`src/rtl/lc3b_skid_stage_register.sv`:
```
// Generic lc3b pipeline stage register: valid/ready handshake with a two-entry
// skid buffer, flush (bubble insertion) and a saturating stall counter.
//
// state | meaning
// EMPTY | no entry held, out_valid=0
// ONE   | head entry in main register
// TWO   | head in main, next entry in skid, upstream held off
module lc3b_skid_stage_register #(
    parameter int WIDTH        = 16,
    parameter bit ZERO_INVALID = 1'b1,
    parameter int CNT_WIDTH    = 16
) (
    input  logic                 clk,
    input  logic                 reset_sig,
    input  logic                 flush,
    input  logic                 in_valid,
    input  logic [WIDTH-1:0]     in_data,
    output logic                 in_ready,
    output logic                 out_valid,
    output logic [WIDTH-1:0]     out_data,
    input  logic                 out_ready,
    output logic [1:0]           occupancy,
    output logic [CNT_WIDTH-1:0] stall_count
);

    typedef enum logic [1:0] {
        EMPTY = 2'd0,
        ONE   = 2'd1,
        TWO   = 2'd2
    } state_t;

    localparam logic [CNT_WIDTH-1:0] CNT_ONE = 1;

    state_t               state, state_nxt;
    logic [WIDTH-1:0]     main_q, main_nxt;
    logic [WIDTH-1:0]     skid_q, skid_nxt;
    logic [CNT_WIDTH-1:0] stall_q, stall_nxt;
    logic                 accept, pop;

    // Encoding chosen so the state register doubles as the occupancy count.
    assign occupancy   = state;
    assign in_ready    = (state != TWO);
    assign out_valid   = (state != EMPTY);
    assign out_data    = (ZERO_INVALID && !out_valid) ? '0 : main_q;
    assign stall_count = stall_q;

    assign accept = in_valid && in_ready;
    assign pop    = out_valid && out_ready;

    always_comb begin
        state_nxt = state;
        main_nxt  = main_q;
        skid_nxt  = skid_q;
        stall_nxt = stall_q;

        case (state)
            EMPTY: begin
                if (accept) begin
                    main_nxt  = in_data;
                    state_nxt = ONE;
                end
            end
            ONE: begin
                if (accept && pop) begin
                    main_nxt = in_data;
                end else if (accept) begin
                    skid_nxt  = in_data;
                    state_nxt = TWO;
                end else if (pop) begin
                    state_nxt = EMPTY;
                end
            end
            TWO: begin
                if (pop) begin
                    main_nxt  = skid_q;
                    state_nxt = ONE;
                end
            end
            default: state_nxt = EMPTY;
        endcase

        // Flush drops the incoming beat too; a pop this cycle already completed downstream.
        if (flush) begin
            state_nxt = EMPTY;
            main_nxt  = '0;
            skid_nxt  = '0;
        end

        if (out_valid && !out_ready && (stall_q != {CNT_WIDTH{1'b1}})) begin
            stall_nxt = stall_q + CNT_ONE;
        end
    end

    always_ff @(posedge clk) begin
        if (reset_sig) begin
            state   <= EMPTY;
            main_q  <= '0;
            skid_q  <= '0;
            stall_q <= '0;
        end else begin
            state   <= state_nxt;
            main_q  <= main_nxt;
            skid_q  <= skid_nxt;
            stall_q <= stall_nxt;
        end
    end

endmodule

```
`config.mk`:
```
export PLATFORM = sky130hd
export DESIGN_NAME = lc3b_skid_stage_register
export DESIGN_NICKNAME = d
export VERILOG_FILES = /design/src/rtl/lc3b_skid_stage_register.sv
export SDC_FILE = /design/constraint.sdc
export NUM_CORES = 1
export LEC_CHECK = 0
export ABC_AREA = 1
export CAP_MARGIN = 20
export CELL_PAD_IN_SITES_DETAIL_PLACEMENT = 0
export CELL_PAD_IN_SITES_GLOBAL_PLACEMENT = 1
export CORE_MARGIN = 8
export CORE_UTILIZATION = 37
export DETAILED_ROUTE_END_ITERATION = 8
export GPL_TIMING_DRIVEN = 0
export PLACE_DENSITY = 0.93
export SLEW_MARGIN = 20
export SYNTH_ARGS = -nofsm -noshare
export SYNTH_HDL_FRONTEND = slang
export SYNTH_SLANG_ARGS = --single-unit
```
`constraint.sdc`:
```
create_clock -name clk -period 2.2 [get_ports clk]
set_input_delay 0.44 -clock clk [delete_from_list [all_inputs] [get_ports clk]]
set_output_delay 0.44 -clock clk [all_outputs]
set_load 0.02 [all_outputs]
```
### Word level (Yosys, flattened, before mapping)

Index checks and enable logic that the tools add are counted.

* flip-flop bits (word level): 50
* bits of input ports: 21
* output and inout port bits: 36
* logic and storage cells: 39

* equality and inequality tests: 9
* reduce and logical (&&, ||, !) cells: 13
* muxes and demuxes: 11
* $add $sub $neg: 1
* bitwise logic cells: 1

Operators with widths (number)
* $mux W16: 4
* $pmux W16 S3: 1
* $add A16 B1 Y16 const B: 1
* $ne A16 B16 Y1 const B: 1
* $mux W2: 5
* $ne A2 B2 Y1 const B: 5
* $reduce_and A4 Y1: 2
* $pmux W2 S3: 1
* $logic_and A1 B1 Y1: 5
* $ne A3 B3 Y1 const B: 1
* $reduce_and A3 Y1: 1
* $reduce_bool A3 Y1: 1
* $eq A2 B1 Y1 const B: 1
* $eq A2 B2 Y1 const B: 1
* $logic_not A2 Y1: 1
* $reduce_bool A2 Y1: 1
* $reduce_or A2 Y1: 1
* $logic_not A1 Y1: 1
* $not A1 Y1: 1

### Depth between registers and ports, before layout

Gate-level depths: netlist of run 1.

* depth after elaboration: 6
* depth in mapped cells: 9
* gate-level depth less buffers: 9

### Worst setup path before layout of run 1

OpenSTA, ideal clock, no wires.

* path type: flip-flop to output port
* start point: register state[0] (netlist: occupancy[0])
* end point: output port out_data[10]
* slack: 0.558 ns
* stages on the path, launching flop included: 5
* data required time: 1.760 ns
* path buffers: 2
* arrival time: 1.202 ns
* cells stage by stage: dfxtp_1 > buf_6 > nor2_4 > clkbuf_1 > nor2_1

* cells in the longest elaborated chain, start to end: 2

Ends and longest elaborated chain
* start, declared: line 34 `state_t state, state_nxt;`
* start signal, assigned: line 101 `state <= state_nxt;`
* $reduce_bool A2 Y1: line 43 `assign out_valid = (state != EMPTY);`
* $mux W16: line 44 `assign out_data = (ZERO_INVALID && !out_valid) ? '0 : main_q;`
* end, declared: line 20 `output logic [WIDTH-1:0] out_data,`

Every way passes these cells.

### Worst setup path in the final report of run 1

* start point: register state[1] (netlist: occupancy[1])
* end point: output port in_ready

* cells in the longest elaborated chain, start to end: 1

Ends and longest elaborated chain
* $ne A2 B2 Y1: line 42 `assign in_ready = (state != TWO);`
* end, declared: line 18 `output logic in_ready,`

Every way passes these cells.

==> impl_metrics.py, run 1 <==
metrics = {
    "status": {
        "outcome": "finished, final reports clean",
    },
    "routing": {
        "vias": 2456,
        "ant_nets": 0,
        "drtIter0Drc": 79,
        "first_pass_iters": 4,
        "wirelength_um": 6380,
        "wl_per_cell_um": 12.2,
        "route.detailed.drc": 0,
        "via_per_inst": 4.69,
    },
    "critical_path": {
        "required_ps": 1760,
        "cpPeakStageDelay_ps": 410,
        "critPathMaxFanout": 10,
        "reg2reg_to": "stall_count[4]$_SDFFE_PP0P_",
        "rrSetupSlack_ps": 540,
        "cpMaxStageDelayCell": "dfxtp_2",
        "path_cells": "inv_2 -> nor2_8 -> inv_2 -> buf_6 -> dlygate4sd2_1",
        "cp.arrival_ps": 1560,
        "critPathLaunchType": "flop",
        "ff2ff_path_depth": 10,
        "cp_common_cell": "inv_2",
        "r2r-start": "occupancy[0]$_SDFFE_PP0P_",
        "crit_type": "reg -> out",
        "endpoint_kind": "output pin",
    },
    "job": {
        "maxCapViolations": 0,
    },
    "clocking": {
        "cts_tree": "done",
        "root_buffer": "clkbuf_8",
        "clock_sinks": 50,
        "path_clk_slew_ps": 100,
        "clockBufferDepth": 2,
        "cts_buffers": 5,
        "htreeDepth": 2,
        "clk_latency_ps": 300,
    },
    "finish": {
        "syn2layout_area_growth_pct": 31.3,
        "nFillCells": 677,
        "final_cell_mix": "nor2_1 (94), nand2_1 (94), dfxtp_1 (49)",
        "diodes": 0,
        "drive_gt1_share_pct": 6.94,
        "fin_area_sq_um": 3220,
        "final_net_count": 468,
    },
    "floorplan": {
        "rows": 29,
        "die_area_sq_um": 9500,
        "die_y_um": 97.5,
        "ios": 57,
        "die_w_um": 97.5,
        "start_util_pct": 38.4,
        "coreArea_sq_um": 6390,
    },
    "synth": {
        "synth_area_per_cell_sq_um": 6.44,
        "synth.distinct_cells": 23,
        "syn_area_sq_um": 2450,
        "synth-seq-area-share_pct": 40.8,
        "synth-seq-cells": 50,
        "synth-warning-count": 0,
        "netlist_instances": 381,
        "synth_fp_nets": 403,
    },
    "sta": {
        "timing.hold.ws_ps": 460,
        "tightestPinTransition_ps": 465,
        "fmax_mhz": 500,
        "rsz0062_at_grt": "false",
        "finClkSkew_ps": 4.89,
        "drv_slew": 0,
        "period_minus_slack_ps": 2000,
        "hold_viol_final": 0,
        "slew_headroom_pct": 69.0,
        "post-route-period-util_pct": 90.9,
        "setup_violations": 0,
    },
    "power": {
        "ir_drop_uv": 374,
        "powerDensity_nw_per_um2": 541,
        "p_leak_uw": 0.00139,
    },
    "placed_design": {
        "hpwl_um": 4890,
        "place_area_sq_um": 3110,
        "gp_congestion": 0.845,
        "port_buffers": 56,
    },
    "hold_path": {
        "holdPathStages": 2,
        "hold_path.startpoint": "main_q[6]$_SDFFE_PP0P_",
        "hold_path.class": "reg -> reg",
        "whs_endpoint": "main_q[6]$_SDFFE_PP0P_",
    },
    "grt": {
        "grt_usage_pct": 13.3,
        "grt_pass1_wl_um": 10800,
        "antenna_found_initial": 0,
        "grt_overflow": 0,
        "grt_max_degree": 17,
        "grt_pass1_vias": 2359,
    },
}
-- synth_stat cells (all sizes together) --
| cell type | n | area, sq um |
|---|---|---|
| nor2 | 97 | 390 |
| nand2 | 95 | 364 |
| dfxtp | 50 | 1000 |
| inv | 37 | 139 |
| o21ai | 36 | 184 |
| a21oi | 28 | 140 |
| nand3 | 15 | 75.1 |
| buf | 9 | 76.3 |
| clkbuf | 6 | 22.5 |
| nand4 | 3 | 25.0 |
| nor3 | 2 | 10.0 |
| ha | 1 | 12.5 |
| nor4 | 1 | 6.26 |
| xor2 | 1 | 8.76 |
-- sequential cells by signal, summed over array words and instances (netlist names) --
name	cells
occupancy	2
skid_q	16
stall_count	16
main_q	16
-- worst max path at each step --
stage               cells after the start  slack [ps]      endpoint                 startpoint
floorplan                               4         560  out_data[10]  occupancy[0]$_SDFFE_PP0P_
global placement                        5         -40  out_data[10]  occupancy[0]$_SDFFE_PP0P_
detailed placement                      5         -20  out_data[10]  occupancy[0]$_SDFFE_PP0P_
CTS                                     5           2   out_data[1]  occupancy[0]$_SDFFE_PP0P_
global route                            5         110      in_ready  occupancy[1]$_SDFFE_PP0P_
finish                                  5         200      in_ready  occupancy[1]$_SDFFE_PP0P_
-- power by group --
| part | internal, uW | total, uW | switching (uW) |
|---|---|---|---|
| sequential | 926 | 934 | 8.47 |
| clock | 260 | 584 | 325 |
| combinational | 97.4 | 225 | 127 |
-- layer usage --
metal  GRT usage, %  up-vias  routed length, um  share of wire, %
met5              0        -                  0                 0
met4           4.43        0                 82               1.3
met3           3.63        9                300               4.7
met2           22.8       52               3010                47
met1           15.6     1072               2980                47
li1               -     1323                  -                 -
-- cells by family after synthesis --
logic type | synth area share (%)
AND/OR/NAND/NOR | 35.5
AO/OA/AOI/OAI | 13.2
buffers and inverters | 9.68
flip-flops | 40.8
XOR/XNOR | 0.357
adder cells (fa/ha/maj) | 0.510
-- area by class of cell --
| cell class | instances | area (sq um) | share of cell area [%] |
|---|---|---|---|
| buffer | 15 | 103 | 3.18 |
| clock buffer | 6 | 82.6 | 2.56 |
| clock inverter | 2 | 17.5 | 0.543 |
| inverter | 37 | 139 | 4.31 |
| multi-input combinational | 279 | 1220 | 37.7 |
| sequential | 50 | 1000 | 31.1 |
| tap | 77 | 96.3 | 2.99 |
| timing repair buffer | 58 | 568 | 17.6 |
-- metrics by stage --
| step | instances | total power [uW] | setup WS (ps) | util, % | TNS (ps) |
|---|---|---|---|---|---|
| CTS | 524 | 1770 | 2.02 | 50.3 | 0 |
| finish | 524 | 1740 | 200 | 50.5 | 0 |
| global route | 524 | 1820 | 105 | 50.5 | 0 |
| global placement | 514 | 1180 | -44.0 | 48.7 | -127 |
| detailed placement | 514 | 1180 | -24.8 | 48.7 | -67.1 |
| floorplan | 381 | 1090 | 558 | - | 0 |
-- worst max-delay path, delay by kind of cell, from the launching register on --
kind,cells,cell delay [ps]
buffers and inverters,4,690
flip-flops,1,410
AND/OR/NAND/NOR,1,160
-- what timing repair did --
| item | in CTS | in global routing |
|---|---|---|
| cloned | 0 | 0 |
| hold buffers | 0 | 0 |
| setup endpoints to repair | 11 | 4 |
| hold endpoints to repair | 0 | 0 |
| pin swaps | 1 | 0 |
| resized for setup | 17 | 4 |
| buffers inserted | 2 | 0 |
(Power assumes the default switching activity.)
==> inputs of run 2 (changes only) <==
--- a/config.mk
+++ b/config.mk
@@ -5,15 +5,14 @@
 export SDC_FILE = /design/constraint.sdc
 export NUM_CORES = 1
 export LEC_CHECK = 0
-export ABC_AREA = 1
 export CAP_MARGIN = 20
 export CELL_PAD_IN_SITES_DETAIL_PLACEMENT = 0
 export CELL_PAD_IN_SITES_GLOBAL_PLACEMENT = 1
-export CORE_MARGIN = 8
-export CORE_UTILIZATION = 37
+export CORE_UTILIZATION = 39
+export CTS_BUF_LIST = sky130_fd_sc_hd__clkbuf_16
 export DETAILED_ROUTE_END_ITERATION = 8
 export GPL_TIMING_DRIVEN = 0
-export PLACE_DENSITY = 0.93
+export PLACE_DENSITY = 0.92
 export SLEW_MARGIN = 20
 export SYNTH_ARGS = -nofsm -noshare
 export SYNTH_HDL_FRONTEND = slang
==> impl_metrics.py, run 2 <==
metrics = {
    "placed_design": {
        "preCtsSetupSlack_ps": -326,
        "hpwl_um": 4240,
        "gp_congestion": 0.861,
        "port_buffers": 56,
        "dp.cells": 412,
    },
    "finish": {
        "diodes": 0,
        "final_net_count": 366,
        "drive_gt1_share_pct": 10.4,
        "nFillCells": 578,
        "post-route-util_pct": 54.6,
        "multi_input_area_sq_um": 1310,
        "syn2layout_area_growth_pct": 35.4,
        "seq_area_sq_um": 1000,
        "final_common_cell": "dfxtp_1",
        "final_cell_mix": "dfxtp_1 (50), clkdlybuf4s50_1 (43), nand2_1 (39)",
        "fin_cells": 420,
    },
    "synth": {
        "synth.distinct_cells": 40,
        "synth-compound-area-share_pct": 15.6,
        "synth-seq-cells": 50,
        "yosysMostFrequentCell": "dfxtp_1",
        "synth_area_per_cell_sq_um": 8.50,
        "synth_top_family_by_area": "simple AND/OR/NAND/NOR gates",
        "synth_fa_ha_area_share_pct": 0.524,
        "synth_xor_area_share_pct": 0,
        "synth_flop_cell": "dfxtp_1",
        "netlist_instances": 281,
        "syn_area_sq_um": 2390,
        "synth.top_cell.area_share_pct": 41.9,
        "synth_edf_count": 0,
        "synth-seq-area-share_pct": 41.9,
        "synthTopCellsByArea": "dfxtp_1 (42%), mux2i_1 (7.5%), a211oi_1 (6.3%), nand2_1 (6.1%), nor2b_1 (6.0%)",
        "async_reset_ff_share_pct": 0,
        "synthSimpleGateAreaFrac_pct": 26.9,
        "synth_area_leader_cell": "dfxtp_1",
        "synthMuxAreaShare_pct": 10.4,
        "synthTopCellsByCount": "dfxtp_1 (50), nand2_1 (39), nor2_1 (28), a21oi_1 (26), nor2b_1 (23)",
        "synth-warning-count": 0,
        "synth_fp_nets": 303,
    },
    "grt": {
        "grt_pass1_vias": 2073,
        "grt_overflow": 0,
        "grt_usage_pct": 18.8,
        "grt_use_met1_pct": 22.9,
        "grt_max_degree": 19,
        "busiest_layer": "met2",
        "use_met2_pct": 32.1,
        "antenna_found_initial": 0,
        "grt_pass1_wl_um": 9410,
        "grt.met3_usage_pct": 4.66,
    },
    "critical_path": {
        "critPathMaxFanout": 9,
        "ff2ff_path_depth": 7,
        "reg2reg_to": "stall_count[6]$_SDFFE_PP0P_",
        "cpMaxStageDelayCell": "clkdlybuf4s50_1",
        "crit_type": "reg -> out",
        "cp.arrival_ps": 1650,
        "critPathLaunchType": "flop",
        "r2r-start": "stall_count[0]$_SDFFE_PP0P_",
        "endpoint_kind": "output pin",
        "path_cells": "buf_2 -> nor2_4 -> nor2b_1 -> clkdlybuf4s50_1",
        "required_ps": 1760,
        "cpPeakStageDelay_ps": 620,
        "rrSetupSlack_ps": 130,
    },
    "routing": {
        "vias": 2248,
        "first_pass_iters": 4,
        "drtIter0Drc": 91,
        "route.detailed.drc": 0,
        "ant_nets": 0,
        "wl_per_cell_um": 14.0,
        "wirelength_um": 5880,
        "via_per_inst": 5.35,
    },
    "clocking": {
        "cts_tree": "done",
        "clockBufferDepth": 2,
        "postCtsHoldBufs": 0,
        "path_clk_slew_ps": 70,
        "clk_latency_ps": 290,
        "cts_buffers": 5,
        "htreeDepth": 2,
        "clock_sinks": 50,
        "root_buffer": "clkbuf_16",
    },
    "power": {
        "powerDensity_nw_per_um2": 584,
        "p_leak_uw": 0.00129,
        "ir_drop_uv": 313,
    },
    "sta": {
        "post-route-period-util_pct": 95.1,
        "drv_slew": 0,
        "finClkSkew_ps": 8.05,
        "tightestPinTransition_ps": 507,
        "setup_tns_ps": 0,
        "timing.hold.ws_ps": 456,
        "setup_violations": 0,
        "slew_headroom_pct": 66.2,
        "hold_viol_final": 0,
        "period_minus_slack_ps": 2090,
        "fin_ws_ps": 108,
        "fmax_mhz": 478,
    },
    "hold_path": {
        "whs_endpoint": "skid_q[9]$_SDFFE_PP0P_",
        "hold_path.startpoint": "skid_q[9]$_SDFFE_PP0P_",
        "holdPathStages": 2,
        "hold_path.class": "reg -> reg",
    },
    "floorplan": {
        "die_area_sq_um": 6440,
        "ios": 57,
        "coreArea_sq_um": 5920,
        "die_w_um": 80.2,
        "start_util_pct": 40.3,
        "rows": 28,
        "die_y_um": 80.2,
    },
    "job": {
        "maxCapViolations": 0,
    },
    "status": {
        "outcome": "finished, final reports clean",
    },
}
[run 2: cells by family (layout without fill, tap and decap cells)]
logic type / after synthesis / count (layout)
compound gates: 57 / 57
fa+ha+maj: 1 / 1
buf+inv: 23 / 87
flops: 50 / 50
mux: 24 / 24
simple gates: 126 / 126
[run 2: per-layer routing]
metal  up-vias  wire length, um
met5         -                0
met4         0               52
met3         6              270
met2        56             2880
met1      1068             2680
li1       1118                -
[run 2: how the worst max path moves through the flow]
stage | startpoint | end | slack [ps] | cells past startpoint
after floorplan | stall_count[0]$_SDFFE_PP0P_ | stall_count[6]$_SDFFE_PP0P_ | 280 | 7
after global placement | occupancy[0]$_SDFFE_PP0P_ | out_data[12] | -350 | 5
after detailed placement | occupancy[0]$_SDFFE_PP0P_ | out_data[6] | -330 | 5
after CTS | occupancy[0]$_SDFFE_PP0P_ | out_data[15] | 30 | 4
after global routing | stall_count[0]$_SDFFE_PP0P_ | stall_count[6]$_SDFFE_PP0P_ | -4 | 7
final | occupancy[0]$_SDFFE_PP0P_ | out_data[1] | 110 | 4
[run 2: power breakdown]
group          leakage [uW]  switching [uW]  internal [uW]
Combinational      0.000813            99.2           86.3
Clock             0.0000714             346            422
Sequential         0.000405            10.1            924
Total               0.00129             455           1430
[run 2: layout make-up]
cell class / count / area share, %
inverters: 3 / 0.348
repair buffers: 58 / 17.5
flip-flops and latches: 50 / 31.0
plain buffers: 18 / 3.10
clock buffers: 5 / 3.87
multi-input cells: 208 / 40.6
well taps: 75 / 2.90
clock inverters: 3 / 0.658
[run 2: repair_timing]
item                                    4_1_cts  5_1_grt
resized for setup                            16        7
endpoints found under the setup margin       18        9
pin swaps                                     0        1
hold endpoints to repair                      0        0
setup buffers                                 0        2
[run 2: per-stage QoR]
stage / cell area [sq um] / power [uW]
2_1_floorplan: 2390 / 1050
3_3_place_gp: 3040 / 1140
3_5_place_dp: 3040 / 1140
4_1_cts: 3190 / 1900
5_1_grt: 3230 / 1970
6_report: 3230 / 1890
[run 2: worst max-delay path: cells and delay by family, from the launching register on]
| kind | cells | cell delay (ps) |
|---|---|---|
| simple gates | 2 | 220 |
| flops | 1 | 330 |
| buf+inv | 2 | 820 |
==> inputs of run 3 (changes only) <==
--- a/config.mk
+++ b/config.mk
@@ -13,6 +13,7 @@
 export DETAILED_ROUTE_END_ITERATION = 8
 export GPL_TIMING_DRIVEN = 0
 export PLACE_DENSITY = 0.92
+export SETUP_SLACK_MARGIN = 0.05
 export SLEW_MARGIN = 20
 export SYNTH_ARGS = -nofsm -noshare
 export SYNTH_HDL_FRONTEND = slang
==> impl_metrics.py, run 3 (same netlist as run 2, synthesis figures left out) <==
metrics = {
    "placed_design": {
        "gp_congestion": 0.861,
        "port_buffers": 56,
        "place_area_sq_um": 3040,
        "hpwl_um": 4240,
    },
    "critical_path": {
        "critPathMaxFanout": 10,
        "startpoint": "stall_count[0]$_SDFFE_PP0P_",
        "path_cells": "ha_1 -> buf_2 -> nand4_1 -> nor3_4 -> buf_4 -> a21oi_1 -> mux2_2",
        "cpPeakStageDelay_ps": 440,
        "r2r-start": "stall_count[0]$_SDFFE_PP0P_",
        "crit_type": "reg -> reg",
        "required_ps": 2380,
        "cp.arrival_ps": 2260,
        "cpMaxStageDelayCell": "dfxtp_1",
        "endpoint_kind": "flop",
        "critPathLaunchType": "flop",
    },
    "sta": {
        "slew_headroom_pct": 66.6,
        "post-route-period-util_pct": 94.3,
        "timing.hold.ws_ps": 457,
        "rsz0062_at_grt": "true",
        "hold_viol_final": 0,
        "period_minus_slack_ps": 2080,
        "fmax_mhz": 482,
        "setup_violations": 0,
        "drv_slew": 0,
        "finClkSkew_ps": 8.03,
        "tightestPinTransition_ps": 501,
    },
    "floorplan": {
        "coreArea_sq_um": 5920,
        "die_y_um": 80.2,
        "rows": 28,
        "ios": 57,
        "start_util_pct": 40.3,
        "die_w_um": 80.2,
        "die_area_sq_um": 6440,
    },
    "hold_path": {
        "hold_path.startpoint": "skid_q[14]$_SDFFE_PP0P_",
        "hold_path.class": "reg -> reg",
    },
    "clocking": {
        "clock_sinks": 50,
        "htreeDepth": 2,
        "clockBufferDepth": 2,
        "root_buffer": "clkbuf_16",
        "cts_tree": "done",
        "postCtsHoldBufs": 0,
        "path_clk_slew_ps": 70,
        "cts_buffers": 5,
        "clk_latency_ps": 290,
    },
    "finish": {
        "final_common_cell": "dfxtp_1",
        "fin_area_sq_um": 3250,
        "final_cell_mix": "dfxtp_1 (50), nand2_1 (39), clkdlybuf4s50_1 (37)",
        "drive_gt1_share_pct": 10.7,
        "diodes": 0,
        "syn2layout_area_growth_pct": 36.3,
        "final_net_count": 367,
        "post-route-util_pct": 54.9,
    },
    "grt": {
        "grt_overflow": 0,
        "grt_pass1_vias": 2080,
        "antenna_found_initial": 0,
        "grt_usage_pct": 18.9,
        "grt_pass1_wl_um": 9450,
        "grt_max_degree": 19,
    },
    "power": {
        "powerDensity_nw_per_um2": 582,
        "combPwrFrac_pct": 10.0,
        "p_int_uw": 1440,
        "clockPowerShare_pct": 40.6,
        "power.switching_fraction_pct": 24.1,
        "power.net_switching_uw": 457,
        "p_leak_uw": 0.00134,
        "power_frac_seq_pct": 49.4,
        "ir_drop_uv": 316,
    },
    "job": {
        "maxCapViolations": 0,
    },
    "status": {
        "outcome": "finished, final reports clean",
    },
    "routing": {
        "vias": 2221,
        "ant_nets": 0,
        "first_pass_iters": 4,
        "route.detailed.drc": 0,
        "drtIter0Drc": 71,
        "via_per_inst": 5.28,
        "wirelength_um": 5890,
        "wl_per_cell_um": 14.0,
    },
}
-- run 3: final cells by class --
class | instances | area [sq um]
clock inverter | 3 | 21.3
tap | 75 | 93.8
clock buffer | 5 | 125
buffer | 18 | 104
multi-input combinational | 208 | 1310
timing repair buffer | 59 | 583
sequential | 50 | 1000
fill | 574 | 2670
inverter | 3 | 11.3
-- run 3: worst paths after layout --
kind                                                     to  slack (ps)  depth (start not counted)
worst min-delay path                skid_q[14]$_SDFFE_PP0P_         460                          2
worst min register to register      skid_q[14]$_SDFFE_PP0P_         460                          2
worst max register to register  stall_count[6]$_SDFFE_PP0P_         120                          7
worst max-delay path            stall_count[6]$_SDFFE_PP0P_         120                          7
-- run 3: critical path, delay by kind of cell, from the launching register on --
family / cells / cell delay (ps)
AOI/OAI and AO/OA: 1 / 90
adders and majority gates: 1 / 180
buffers and inverters: 2 / 410
DFF: 1 / 440
muxes: 1 / 280
and+or+nand+nor: 2 / 560
-- run 3: power groups by stage --
| stage | clock [uW] | sequential (uW) | combinational [uW] |
|---|---|---|---|
| 3_3_place_gp | 0 | 955 | 184 |
| 5_1_grt | 828 | 936 | 207 |
| 6_report | 769 | 935 | 188 |
| 2_1_floorplan | 0 | 955 | 99.0 |
| 4_1_cts | 783 | 935 | 190 |
| 3_5_place_dp | 0 | 955 | 186 |
-- run 3: per-layer routing --
layer  up-vias  global-route usage [%]  wire length, um
li1       1115                       -                -
met1      1049                    23.1             2650
met2        53                    32.2             2930
met3         4                    4.66              277
met4         0                    6.25               36
met5         -                       0                0
-- run 3: per-stage QoR --
step                      setup TNS, ps  std cells  total power (uW)  setup WS (ps)
after floorplan                       0        281              1050            283
after global placement            -4270        412              1140           -347
after detailed placement          -5040        412              1140           -326
after CTS                             0        420              1910           53.9
after global routing                  0        421              1970          0.688
final                                 0        421              1890            125
-- run 3: timing repair --
| action | 4_1_cts | 5_1_grt |
|---|---|---|
| gates resized for setup | 21 | 9 |
| pin swaps | 1 | 1 |
| endpoints found under the setup margin | 18 | 20 |
| setup buffers | 1 | 2 |
